<file path="src/rtl/overlay_pkg.sv">
// Shared constants for the video overlay path: coordinate width, pixel
// format width and common RGB888 colours.
package overlay_pkg;

    localparam int unsigned CW_DEF = 11;
    localparam int unsigned RGB_W  = 24;

    localparam logic [RGB_W-1:0] COLOR_RED   = 24'hFF0000;
    localparam logic [RGB_W-1:0] COLOR_BLACK = 24'h000000;

endpackage

</file>
<file path="src/rtl/video_pos_cnt.sv">
// Pixel position tracker: edge detection on de/vsync plus saturating
// column (x_cnt) and row (y_cnt) counters for the current pixel.
module video_pos_cnt
    import overlay_pkg::*;
#(
    parameter int unsigned CW = CW_DEF
) (
    input  logic          pixelclk,
    input  logic          rst,
    input  logic          i_vsync,
    input  logic          i_de,
    output logic [CW-1:0] x_cnt,
    output logic [CW-1:0] y_cnt,
    output logic          vs_rise
);

    logic de_q;
    logic vs_q;
    logic de_fall;

    assign vs_rise = i_vsync & ~vs_q;
    assign de_fall = de_q & ~i_de;

    // Edge-detect history and saturating x/y counters; vsync clear beats row increment.
    always_ff @(posedge pixelclk) begin
        if (rst) begin
            de_q  <= 1'b0;
            vs_q  <= 1'b0;
            x_cnt <= '0;
            y_cnt <= '0;
        end else begin
            de_q <= i_de;
            vs_q <= i_vsync;

            if (i_de) begin
                if (x_cnt != '1)
                    x_cnt <= x_cnt + 1'b1;
            end else begin
                x_cnt <= '0;
            end

            if (vs_rise)
                y_cnt <= '0;
            else if (de_fall && (y_cnt != '1))
                y_cnt <= y_cnt + 1'b1;
        end
    end

endmodule

</file>
<file path="src/rtl/box_overlay.sv">
// Draws a rectangular outline of configurable thickness onto the delayed
// RGB stream. Box coordinates are double-buffered and only promoted to the
// active set on a vsync rise, so a box never changes mid-frame.
module box_overlay
    import overlay_pkg::*;
#(
    parameter int unsigned      CW        = CW_DEF,
    parameter int unsigned      THICK     = 2,
    parameter logic [RGB_W-1:0] BOX_COLOR = COLOR_RED
) (
    input  logic             pixelclk,
    input  logic             rst,
    input  logic             i_vsync,
    input  logic             i_hsync,
    input  logic             i_de,
    input  logic [RGB_W-1:0] i_rgb,
    input  logic             box_en,
    input  logic             box_load,
    input  logic [CW-1:0]    box_xmin,
    input  logic [CW-1:0]    box_xmax,
    input  logic [CW-1:0]    box_ymin,
    input  logic [CW-1:0]    box_ymax,
    output logic             o_vsync,
    output logic             o_hsync,
    output logic             o_de,
    output logic [RGB_W-1:0] o_rgb
);

    localparam logic [CW:0] THICK_W = (CW+1)'(THICK);

    logic [CW-1:0] x_cnt;
    logic [CW-1:0] y_cnt;
    logic          vs_rise;

    logic [CW-1:0] pend_xmin, pend_xmax, pend_ymin, pend_ymax;
    logic [CW-1:0] act_xmin,  act_xmax,  act_ymin,  act_ymax;
    logic          pending_vld;
    logic          active_vld;

    logic          hit;

    video_pos_cnt #(
        .CW (CW)
    ) u_pos (
        .pixelclk (pixelclk),
        .rst      (rst),
        .i_vsync  (i_vsync),
        .i_de     (i_de),
        .x_cnt    (x_cnt),
        .y_cnt    (y_cnt),
        .vs_rise  (vs_rise)
    );

    // Double-buffered box registers: a load landing on the vsync rise goes to
    // pending while the previous pending set is promoted in the same cycle.
    always_ff @(posedge pixelclk) begin
        if (rst) begin
            pend_xmin   <= '0;
            pend_xmax   <= '0;
            pend_ymin   <= '0;
            pend_ymax   <= '0;
            act_xmin    <= '0;
            act_xmax    <= '0;
            act_ymin    <= '0;
            act_ymax    <= '0;
            pending_vld <= 1'b0;
            active_vld  <= 1'b0;
        end else begin
            if (vs_rise && pending_vld) begin
                act_xmin    <= pend_xmin;
                act_xmax    <= pend_xmax;
                act_ymin    <= pend_ymin;
                act_ymax    <= pend_ymax;
                active_vld  <= 1'b1;
                pending_vld <= 1'b0;
            end
            if (box_load) begin
                pend_xmin   <= box_xmin;
                pend_xmax   <= box_xmax;
                pend_ymin   <= box_ymin;
                pend_ymax   <= box_ymax;
                pending_vld <= 1'b1;
            end
        end
    end

    // Outline hit: inside the box and within THICK of any edge; sums at CW+1 bits.
    always_comb begin
        logic [CW:0] x_e, y_e;
        logic        in_box;
        logic        near_edge;
        hit       = 1'b0;
        x_e       = {1'b0, x_cnt};
        y_e       = {1'b0, y_cnt};
        in_box    = (x_cnt >= act_xmin) && (x_cnt <= act_xmax) &&
                    (y_cnt >= act_ymin) && (y_cnt <= act_ymax);
        near_edge = (x_e < ({1'b0, act_xmin} + THICK_W)) ||
                    ((x_e + THICK_W) > {1'b0, act_xmax}) ||
                    (y_e < ({1'b0, act_ymin} + THICK_W)) ||
                    ((y_e + THICK_W) > {1'b0, act_ymax});
        hit       = i_de && box_en && active_vld && in_box && near_edge;
    end

    // Single-cycle output register for timing and the (possibly recoloured) pixel.
    always_ff @(posedge pixelclk) begin
        if (rst) begin
            o_vsync <= 1'b0;
            o_hsync <= 1'b0;
            o_de    <= 1'b0;
            o_rgb   <= COLOR_BLACK;
        end else begin
            o_vsync <= i_vsync;
            o_hsync <= i_hsync;
            o_de    <= i_de;
            o_rgb   <= hit ? BOX_COLOR : i_rgb;
        end
    end

endmodule

</file>
<file path="config.mk">
export PLATFORM = sky130hd
export DESIGN_NAME = box_overlay
export DESIGN_NICKNAME = d
export VERILOG_FILES = /design/src/rtl/overlay_pkg.sv /design/src/rtl/video_pos_cnt.sv /design/src/rtl/box_overlay.sv
export SDC_FILE = /design/constraint.sdc
export NUM_CORES = 1
export LEC_CHECK = 0
export ABC_AREA = 1
export ABC_CLOCK_PERIOD_IN_PS = 4150
export BUFFER_PORTS_ARGS = -buffer_cell sky130_fd_sc_hd__buf_2
export CAP_MARGIN = 30
export CORE_ASPECT_RATIO = 1.25
export CORE_MARGIN = 8
export CORE_UTILIZATION = 35
export DETAILED_ROUTE_END_ITERATION = 10
export PLACE_DENSITY = 0.51
export SLEW_MARGIN = 40
export SYNTH_ARGS = -nofsm -noshare
export SYNTH_HDL_FRONTEND = slang
export SYNTH_SLANG_ARGS = --single-unit
</file>
<file path="constraint.sdc">
create_clock -name pixelclk -period 4.15 [get_ports pixelclk]
set_input_delay 0 -clock pixelclk [delete_from_list [all_inputs] [get_ports pixelclk]]
set_output_delay 0 -clock pixelclk [all_outputs]
set_load 0.1 [all_outputs]
</file>
==> Yosys cells after proc, flatten, opt, wreduce, memory -nomap -nowiden <==
Cells that the tools add are included.
{ "word_totals": {"register_bits": 139, "latch_bits": 0, "ramBits": 0, "rom_bits": 0, "elab_cells": 56, "memories": 0} }
{ "classes": {"add_sub_neg": 6, "multipliers": 0, "div": 0, "order_cmp": 8, "n_eq_ne": 2, "shift": 0, "n_mux": 3, "bitwise_logic": 4, "n_reduce_logical": 16} }
{ "ops": {"columns": ["cell", "count"], "rows": [
  ["11-bit by 2-bit adder with 12-bit output, second input constant", 4],
  ["12-bit by 11-bit > comparator with 1-bit output", 2],
  ["11-bit by 12-bit < comparator with 1-bit output", 2],
  ["24-bit two-way mux", 1],
  ["11-bit by 1-bit adder with 11-bit output, second input constant", 2],
  ["11-bit >= comparator", 2],
  ["11-bit less-or-equal comparator", 2],
  ["11-bit != test, second input constant", 2],
  ["1-bit logical AND", 9],
  ["2-bit OR reduction", 3],
  ["1-bit logical OR", 3],
  ["1-bit AND", 2],
  ["1-bit two-way mux", 2],
  ["1-bit NOT", 2],
  ["2-bit nonzero test", 1]
]} }

==> Logic depth before layout (Yosys ltp) <==
Gate-level depths: netlist of the first run.
{ "depth": {"word_depth": 7, "ltp_mapped": 21, "mapped_depth_nobuf": 20} }

==> By module <==
A second synthesis of the first run with hierarchy kept.
{ "hier_totals": {"hier_cells": 1055, "area_unflattened_um2": 7798.7} }
{ "by_module_without_submodules": {"columns": ["module", "instances", "cells_each", "area_each_um2", "seq_area_each_um2"], "rows": [
  ["box_overlay", 1, 873, 6575.1, 2342.2],
  ["video_pos_cnt", 1, 182, 1223.7, 480.5]
]} }

==> Worst setup path after synthesis of the first run <==
Ideal clock, no wire load.
{ "synth_timing": {"kind": "register to register", "start": "register u_pos.y_cnt[2]", "end": "register o_rgb[10]", "setup_ns": 0.111, "arrival_ns": 2.536, "slack_ns": 1.503, "path_stages_with_launch": 20, "path_buffers": 1, "period_less_slack_ns": 2.647, "cell_sequence": "dfxtp_1 > ha_1 > nand2_2 > nor2_4 > inv_1 > nor2_1 > nand2_1 > xor2_1 > inv_1 > ha_1 > nand3_1 > nor3_1 > nand3_2 > nand2_1 > nand2_1 > nand4_2 > nand2_4 > nand2_4 > buf_8 > nor2_2"} }
{ "synth_via": {"elab_chain_cells": 6, "word_cells_on_any_way": 12, "cone_classes": "1 x add/sub; 4 x order compare; 7 x reduce/logical"} }
{ "synth_rtl": {"columns": ["item", "line_no", "text"], "rows": [
  ["start: declaration", "video_pos_cnt.sv:13", "output logic [CW-1:0] y_cnt,"],
  ["start signal: assignment", "video_pos_cnt.sv:45", "y_cnt <= y_cnt + 1'b1;"],
  ["parallel branches: the longest is 4 deep, another holds 11-bit by 2-bit adder with 12-bit output", null, null],
  ["1-bit logical AND *", "box_overlay.sv:101", "hit = i_de && box_en && active_vld && in_box && near_edge;"],
  ["2-bit OR reduction (no line) *", null, null],
  ["end signal: assignment", "box_overlay.sv:115", "o_rgb <= hit ? BOX_COLOR : i_rgb;"],
  ["end: declaration", "box_overlay.sv:26", "output logic [RGB_W-1:0] o_rgb"]
]} }
Every way passes the cells marked *.
A chain may end at the register's enable or synchronous reset.

==> Final worst setup path of the first run <==
{ "layout_timing": {"start": "register u_pos.y_cnt[2]", "end": "register o_rgb[16]"} }
{ "layout_via": {"elab_chain_cells": 6, "word_cells_on_any_way": 12, "cone_classes": "1 x add/sub; 4 x order compare; 1 x mux; 6 x reduce/logical"} }
{ "layout_rtl": {"columns": ["item", "line_no"], "rows": [
  ["parallel branches: the longest is 4 deep, another holds 11-bit by 2-bit adder with 12-bit output", null],
  ["1-bit logical AND *", "box_overlay.sv:101"],
  ["24-bit two-way mux *", "box_overlay.sv:115"]
]} }
Marked as above.

==> reports/summary.json, run 1 <==
{
  "outcome": "finished clean",
  "globalRouteOverflowTotal": 0,
  "origin_of_the_worst_setup_path": "u_pos.y_cnt[2]",
  "layout_overhead_on_the_synthesized_area_pct": 28.73,
  "critPathMaxFanout": 9,
  "cts_made_buffers": 17,
  "floorplan.die.width_um": 147.3,
  "critPathSlowestCell": "sky130_fd_sc_hd__dlygate4sd3_1",
  "seq_area_frac_synth_pct": 36.89,
  "finalWeightedCongestion": 0.8101,
  "final-hold-violation-count": 0,
  "hold_crit_path_type": "in2reg",
  "crit_family": "simple AND/OR/NAND/NOR gates",
  "power_density_nw_per_um2": 365.1,
  "synth.ff_latch_count": 139,
  "boundaryPins": 102,
  "min_period_ps": 3334,
  "h-tree-depth": 4,
  "cp-start-kind": "flop",
  "start_util_pct": 35.38,
  "post_drt_wl_per_cell_um": 13.67,
  "placement_setup_slack_ps": 1193,
  "count_of_unique_library_cells_instantiated_by_yosys": 29,
  "track_usage_pct": 15.69,
  "worst_clock_skew_ps": 12.96,
  "setup_total_negative_slack_ps": 0,
  "slew-limit-headroom_pct": 48.71,
  "post_route_cells_drive_above_1_share_pct": 13.39,
  "tightestPinTransition_ps": 769.3,
  "synthesis.nets": 1188,
  "postRouteAntennaNets": 0,
  "drt-pass1-iter-count": 5,
  "final_core_utilization_pct": 45.55,
  "largest_register_ffs": 24,
  "clock-sinks": 139,
  "finalNetCount": 1362,
  "synth_area_um2": 7543,
  "maximum_number_of_pins_on_one_net_before_global_route_repair": 50,
  "timing.fmax_ghz": 0.3000,
  "worstPathArrival_ps": 3640,
  "buffer_ports.inserted": 101,
  "timing_worst_setup_path_type": "reg2reg",
  "vias_per_cell": 4.623,
  "postSynthCellCount": 1023,
  "place_area_um2": 8303,
  "core-area_um2": 21320,
  "maxCapViolations": 0,
  "routed-via-count": 6888,
  "cts_post_setup_buffers_inserted": 0,
  "rrSetupSlack_ps": 820,
  "worst_case_reg_to_reg_path_depth": 17,
  "power.static_leakage_nw": 4.674,
  "clock_latency_at_the_later_pin_of_the_worst_skew_pair_ps": 430,
  "setup.worst_path.end_class": "flop",
  "grt_first_pass_wirelength_um": 33710,
  "wl_um": 20370,
  "reg2reg_to": "o_rgb[16]",
  "maxSlewViolCount": 0,
  "logic_depth_of_the_worst_path_buffers_included": 17,
  "placed_cells": 1376,
  "worstSetupEndpoint": "o_rgb[16]",
  "peakVddDrop_mv": 0.2684,
  "cell_chain_critical_path": "ha_1 > nand2_2 > nor2_4 > inv_1 > nor2_1 > nand2_1 > xor2_1 > inv_1 > ha_1 > nand3_1 > nor3_1 > nand3_1 > nand2_1 > nand4_2 > nand2_4 > a21oi_1 > dlygate4sd3_1",
  "largest_register": "o_rgb",
  "reg2reg_from": "u_pos.y_cnt[2]",
  "dr.first_iter.drc_count": 342,
  "grt_setup_unrepaired": "no",
  "final_worst_slack_ps": 816.3,
  "finalSetupViolations": 0,
  "grt_pass1_vias": 6927,
  "clkTransAtPathRegs_ps": 70,
  "cts_tree": "yes",
  "place.detailed.hpwl_um": 14670,
  "clk_path_buf_depth": 2,
  "dieArea_um2": 26540,
  "post-route-cell-area_um2": 9711,
  "initial_antenna_violation_count": 1,
  "required_time_at_the_endpoint_of_the_critical_path_ps": 4460,
  "synthesis.yosys.warnings": 0,
  "fillCellCount": 2183,
  "timing.critical_path.buf_inv": 3,
  "finish.cell_count_without_fillers": 1490,
  "avgSynthCellArea_um2": 7.374,
  "die_y_um": 180.1,
  "floorplan.rows": 60,
  "route.detailed.drc": 0,
  "cts.root.buffer_cell": "sky130_fd_sc_hd__clkbuf_16",
  "fin_crit_share_pct": 80.33,
  "critPathMaxStageDelay_ps": 580
}
==> through the flow <==
step                      hold slack [ps]  total power [W]
final                               63.71         0.003545
after global routing                77.20         0.003720
after CTS                           37.94         0.003594
after detailed placement            215.1         0.001977
after global placement              204.2         0.001973
after floorplan                     69.07         0.001838
==> worst min path at each step <==
stage,to,cells after the start,slack [ps],startpoint
6_report,u_pos.y_cnt[1],4,60,i_de
5_1_grt,u_pos.y_cnt[1],4,80,i_de
4_1_cts,u_pos.y_cnt[1],4,40,i_de
3_5_place_dp,o_hsync,3,220,i_hsync
3_3_place_gp,o_hsync,3,200,i_hsync
2_1_floorplan,o_rgb[22],1,70,rst
==> cell usage after synthesis <==
| cell | count | area, µm² |
|---|---|---|
| sky130_fd_sc_hd__nor2_1 | 158 | 593.1 |
| sky130_fd_sc_hd__inv_1 | 143 | 536.8 |
| sky130_fd_sc_hd__dfxtp_1 | 139 | 2783 |
| sky130_fd_sc_hd__nand2_1 | 131 | 491.7 |
| sky130_fd_sc_hd__o21ai_0 | 105 | 525.5 |
| sky130_fd_sc_hd__a21oi_1 | 100 | 500.5 |
| sky130_fd_sc_hd__ha_1 | 90 | 1126 |
| sky130_fd_sc_hd__nand3_1 | 33 | 165.2 |
| sky130_fd_sc_hd__clkbuf_1 | 28 | 105.1 |
| sky130_fd_sc_hd__xor2_1 | 25 | 219.0 |
| sky130_fd_sc_hd__nor2_2 | 12 | 75.07 |
| sky130_fd_sc_hd__nor3_1 | 11 | 55.05 |
| sky130_fd_sc_hd__nand4_1 | 9 | 56.30 |
| sky130_fd_sc_hd__o21ai_1 | 4 | 20.02 |
| sky130_fd_sc_hd__o21bai_1 | 4 | 30.03 |
| sky130_fd_sc_hd__a21o_1 | 3 | 22.52 |
| sky130_fd_sc_hd__nand3_2 | 3 | 30.03 |
| sky130_fd_sc_hd__nand3b_1 | 3 | 22.52 |
| sky130_fd_sc_hd__nor2_4 | 3 | 33.78 |
| sky130_fd_sc_hd__nor4_1 | 3 | 18.77 |
| sky130_fd_sc_hd__o21a_1 | 3 | 22.52 |
| sky130_fd_sc_hd__xnor2_1 | 3 | 26.28 |
| sky130_fd_sc_hd__inv_2 | 2 | 7.510 |
| sky130_fd_sc_hd__nand2_2 | 2 | 12.51 |
| sky130_fd_sc_hd__nand2_4 | 2 | 22.52 |
| sky130_fd_sc_hd__buf_8 | 1 | 15.01 |
| sky130_fd_sc_hd__nand4_2 | 1 | 12.51 |
| sky130_fd_sc_hd__nor3b_1 | 1 | 7.510 |
| sky130_fd_sc_hd__o211ai_1 | 1 | 7.510 |
==> power by group <==
part	switching [W]	internal [W]	leakage [nW]
sequential	0.0000344	0.00141	1.15
combinational	0.000363	0.000201	3.24
clock	0.000671	0.000868	0.293
==> cell type report <==
| type | instances | area (µm²) | area share (%) |
|---|---|---|---|
| Tap cell | 279 | 349.1 | 3.595 |
| Inverter | 145 | 546.8 | 5.631 |
| Clock buffer | 18 | 439.2 | 4.523 |
| Timing Repair Buffer | 184 | 1334 | 13.74 |
| Multi-Input combinational cell | 710 | 4109 | 42.31 |
| Sequential cell | 139 | 2783 | 28.66 |
| Antenna cell | 1 | 2.502 | 0.02577 |
| Clock inverter | 14 | 147.6 | 1.520 |
==> cell usage in the layout (no fill, tap or decap), drive strengths merged, types with 4 or more instances in the layout <==
cell and instances:
ha 90, xor2 25, o21ai 109, clkbuf 18, dfxtp 139, nand3 36
o21bai 4, buf 103, nand4 10, nand2 135, inv 155, a21oi 100
nor2 173, nor3 11, dlygate4sd3 81
==> worst register-to-register path, stage by stage, from the launching register on <==
cell and delay (ps):
sky130_fd_sc_hd__dfxtp_1 470, sky130_fd_sc_hd__ha_1 250, sky130_fd_sc_hd__nand2_2 90, sky130_fd_sc_hd__nor2_4 160
sky130_fd_sc_hd__inv_1 60, sky130_fd_sc_hd__nor2_1 110, sky130_fd_sc_hd__nand2_1 90, sky130_fd_sc_hd__xor2_1 140
sky130_fd_sc_hd__inv_1 50, sky130_fd_sc_hd__ha_1 280, sky130_fd_sc_hd__nand3_1 100, sky130_fd_sc_hd__nor3_1 260
sky130_fd_sc_hd__nand3_1 110, sky130_fd_sc_hd__nand2_1 90, sky130_fd_sc_hd__nand4_2 110, sky130_fd_sc_hd__nand2_4 150
sky130_fd_sc_hd__a21oi_1 90, sky130_fd_sc_hd__dlygate4sd3_1 580
==> routing by layer <==
| metal | GRT usage, % | up-vias | part of all wire [%] | wire (µm) |
|---|---|---|---|---|
| li1 | - | 3664 | - | - |
| met1 | 17.24 | 3101 | 42 | 8564 |
| met2 | 28.77 | 88 | 54 | 10900 |
| met3 | 3.166 | 35 | 2.0 | 409 |
| met4 | 6.173 | 0 | 2.4 | 488 |
| met5 | 0 | - | 0 | 0 |
==> repair_timing <==
item	in CTS	in global routing
hold buffers	81	0
endpoints found under the setup margin	0	0
gates resized for setup	0	0
endpoints found under the hold margin	72	0
==> logic make-up after synthesis <==
logic type | share of synthesized area (%)
AOI/OAI and AO/OA | 14.96
xor gates and xnor gates | 3.251
adders and majority gates | 14.93
buffers and inverters | 8.807
DFF | 36.89
and+or+nand+nor | 21.16
Power figures use the tool's default switching activity.
==> run 2: changes to the inputs <==
ABC_CLOCK_PERIOD_IN_PS = 3200   (was 4150)
clock period = 3.2 ns   (was 4.15 ns; I/O delays follow)
==> reports/summary.json, run 2 (same netlist as run 1, synthesis figures left out) <==
{
  "critPathMaxFanout": 16,
  "finalNetCount": 1359,
  "postRouteAntennaNets": 0,
  "grt_use_met2_pct": 29.58,
  "finalSetupViolations": 0,
  "start_util_pct": 35.38,
  "track_usage_pct": 15.55,
  "post_route_cells_drive_above_1_share_pct": 13.92,
  "clkTransAtPathRegs_ps": 60,
  "cts_post_setup_buffers_inserted": 0,
  "post_drt_wl_per_cell_um": 13.67,
  "clock-sinks": 139,
  "origin_of_the_worst_setup_path": "u_pos.x_cnt[2]",
  "maxCapViolations": 0,
  "antennaDiodeCount": 0,
  "cts_tree": "yes",
  "place_area_um2": 8351,
  "met1_layer_usage_reported_by_global_route_pct": 16.95,
  "grt_first_pass_wirelength_um": 33650,
  "required_time_at_the_endpoint_of_the_critical_path_ps": 3550,
  "buffer_ports.inserted": 101,
  "floorplan.rows": 60,
  "fin_crit_share_pct": 88.73,
  "vias_per_cell": 4.649,
  "timing_worst_setup_path_type": "reg2reg",
  "largest_register_ffs": 24,
  "clock_latency_at_the_later_pin_of_the_worst_skew_pair_ps": 420,
  "final-hold-violation-count": 0,
  "cts_made_buffers": 17,
  "grt_setup_unrepaired": "no",
  "tightestPinTransition_ps": 705.7,
  "final_common_cell": "sky130_fd_sc_hd__nor2_1",
  "maxSlewViolCount": 0,
  "boundaryPins": 102,
  "globalRouteOverflowTotal": 0,
  "drt-pass1-iter-count": 5,
  "finalWeightedCongestion": 0.8448,
  "place.detailed.hpwl_um": 14900,
  "peakVddDrop_mv": 0.3598,
  "hold_slack_ps": 57.96,
  "die_y_um": 180.1,
  "grt_pass1_vias": 6963,
  "timing.fmax_ghz": 0.3522,
  "routed-via-count": 6908,
  "power_density_nw_per_um2": 478.4,
  "layout_overhead_on_the_synthesized_area_pct": 28.50,
  "maximum_number_of_pins_on_one_net_before_global_route_repair": 68,
  "outcome": "finished clean",
  "min_period_ps": 2839,
  "final_core_utilization_pct": 45.46,
  "power.static_leakage_nw": 4.659,
  "worst_clock_skew_ps": 10.22,
  "worst_hold_startpoint": "i_de",
  "total_power_w": 0.004637,
  "setup_total_negative_slack_ps": 0,
  "dr.first_iter.drc_count": 263,
  "hold_crit_path_type": "in2reg",
  "dieArea_um2": 26540,
  "fillCellCount": 2214,
  "cts.root.buffer_cell": "sky130_fd_sc_hd__clkbuf_16",
  "worstPathArrival_ps": 3190,
  "wl_um": 20320,
  "cp-start-kind": "flop",
  "route.detailed.drc": 0,
  "h-tree-depth": 4,
  "core-area_um2": 21320,
  "leading_cell_types_in_the_layout_fill_and_taps_excluded": "sky130_fd_sc_hd__nor2_1 (158), sky130_fd_sc_hd__inv_1 (142), sky130_fd_sc_hd__dfxtp_1 (139)",
  "setup.worst_path.end_class": "flop",
  "reg2reg_from": "u_pos.x_cnt[2]",
  "largest_register": "o_rgb",
  "most_heavily_used_metal_layer_in_global_routing": "met2",
  "grt_util_met3_pct": 2.789,
  "initial_antenna_violation_count": 0,
  "clk_path_buf_depth": 2,
  "slew-limit-headroom_pct": 52.95,
  "post-route-cell-area_um2": 9693,
  "floorplan.die.width_um": 147.3
}
[run 2: cell count changes in the layout (fill, tap and decap cells not counted), moves of 2 or more]
cell	before	now
sky130_fd_sc_hd__inv_8	3	0
sky130_fd_sc_hd__dlygate4sd3_1	81	73
sky130_fd_sc_hd__clkinvlp_4	0	2
sky130_fd_sc_hd__buf_4	3	6
[run 2: final cells by class]
type                    count  area (µm²)  area share [%]
well taps                 279       349.1           3.601
flip-flops and latches    139        2783           28.71
clock inverters            13       153.9           1.588
multi-input cells         710        4106           42.36
repair buffers            181        1301           13.42
clock buffers              19       452.9           4.673
inverters                 145       546.8           5.641
[run 2: metrics by stage]
stage               cells  worst slack (ps)
finish               1486             360.6
floorplan            1023             552.9
detailed placement   1381             320.9
global placement     1381             436.3
CTS                  1486             301.9
global route         1486             44.18
[run 2: worst max-delay path: stages, from the launching register on]
cell and delay [ps]:
sky130_fd_sc_hd__dfxtp_1 480, sky130_fd_sc_hd__ha_1 250, sky130_fd_sc_hd__nand2_1 80, sky130_fd_sc_hd__inv_1 170, sky130_fd_sc_hd__nand2_1 90, sky130_fd_sc_hd__nor2_1 150
sky130_fd_sc_hd__xor2_1 160, sky130_fd_sc_hd__ha_1 260, sky130_fd_sc_hd__a21oi_1 150, sky130_fd_sc_hd__nor2_1 60, sky130_fd_sc_hd__nor3b_1 170, sky130_fd_sc_hd__nand2_1 70
sky130_fd_sc_hd__nand2_1 100, sky130_fd_sc_hd__nand4_2 110, sky130_fd_sc_hd__nand2_4 150, sky130_fd_sc_hd__nand2_4 170, sky130_fd_sc_hd__nor2_1 140
[run 2: timing repair]
| item | in CTS | in global routing |
|---|---|---|
| hold endpoints to repair | 72 | 0 |
| hold buffers | 73 | 0 |
| endpoints found under the setup margin | 0 | 8 |
| gates resized for setup | 0 | 1 |
[run 2: path summary, 6_finish.rpt]
path	to	slack [ps]	depth (start not counted)
hold reg to reg	active_vld	450	2
hold / removal	u_pos.y_cnt[1]	60	4
setup / recovery	o_rgb[15]	360	16
setup reg to reg	o_rgb[15]	360	16
[run 2: where the power goes]
group / switching, W / internal, W / total [W]
sequential: 0.0000433 / 0.00183 / 0.00187
combinational: 0.000472 / 0.000258 / 0.000730
clock: 0.000829 / 0.00121 / 0.00204
total: 0.00134 / 0.00329 / 0.00464
[run 2: per-layer routing]
metal	up-vias	part of all wire, %
li1	3660	-
met1	3147	42
met2	76	54
met3	25	2.1
met4	0	1.6
met5	-	0
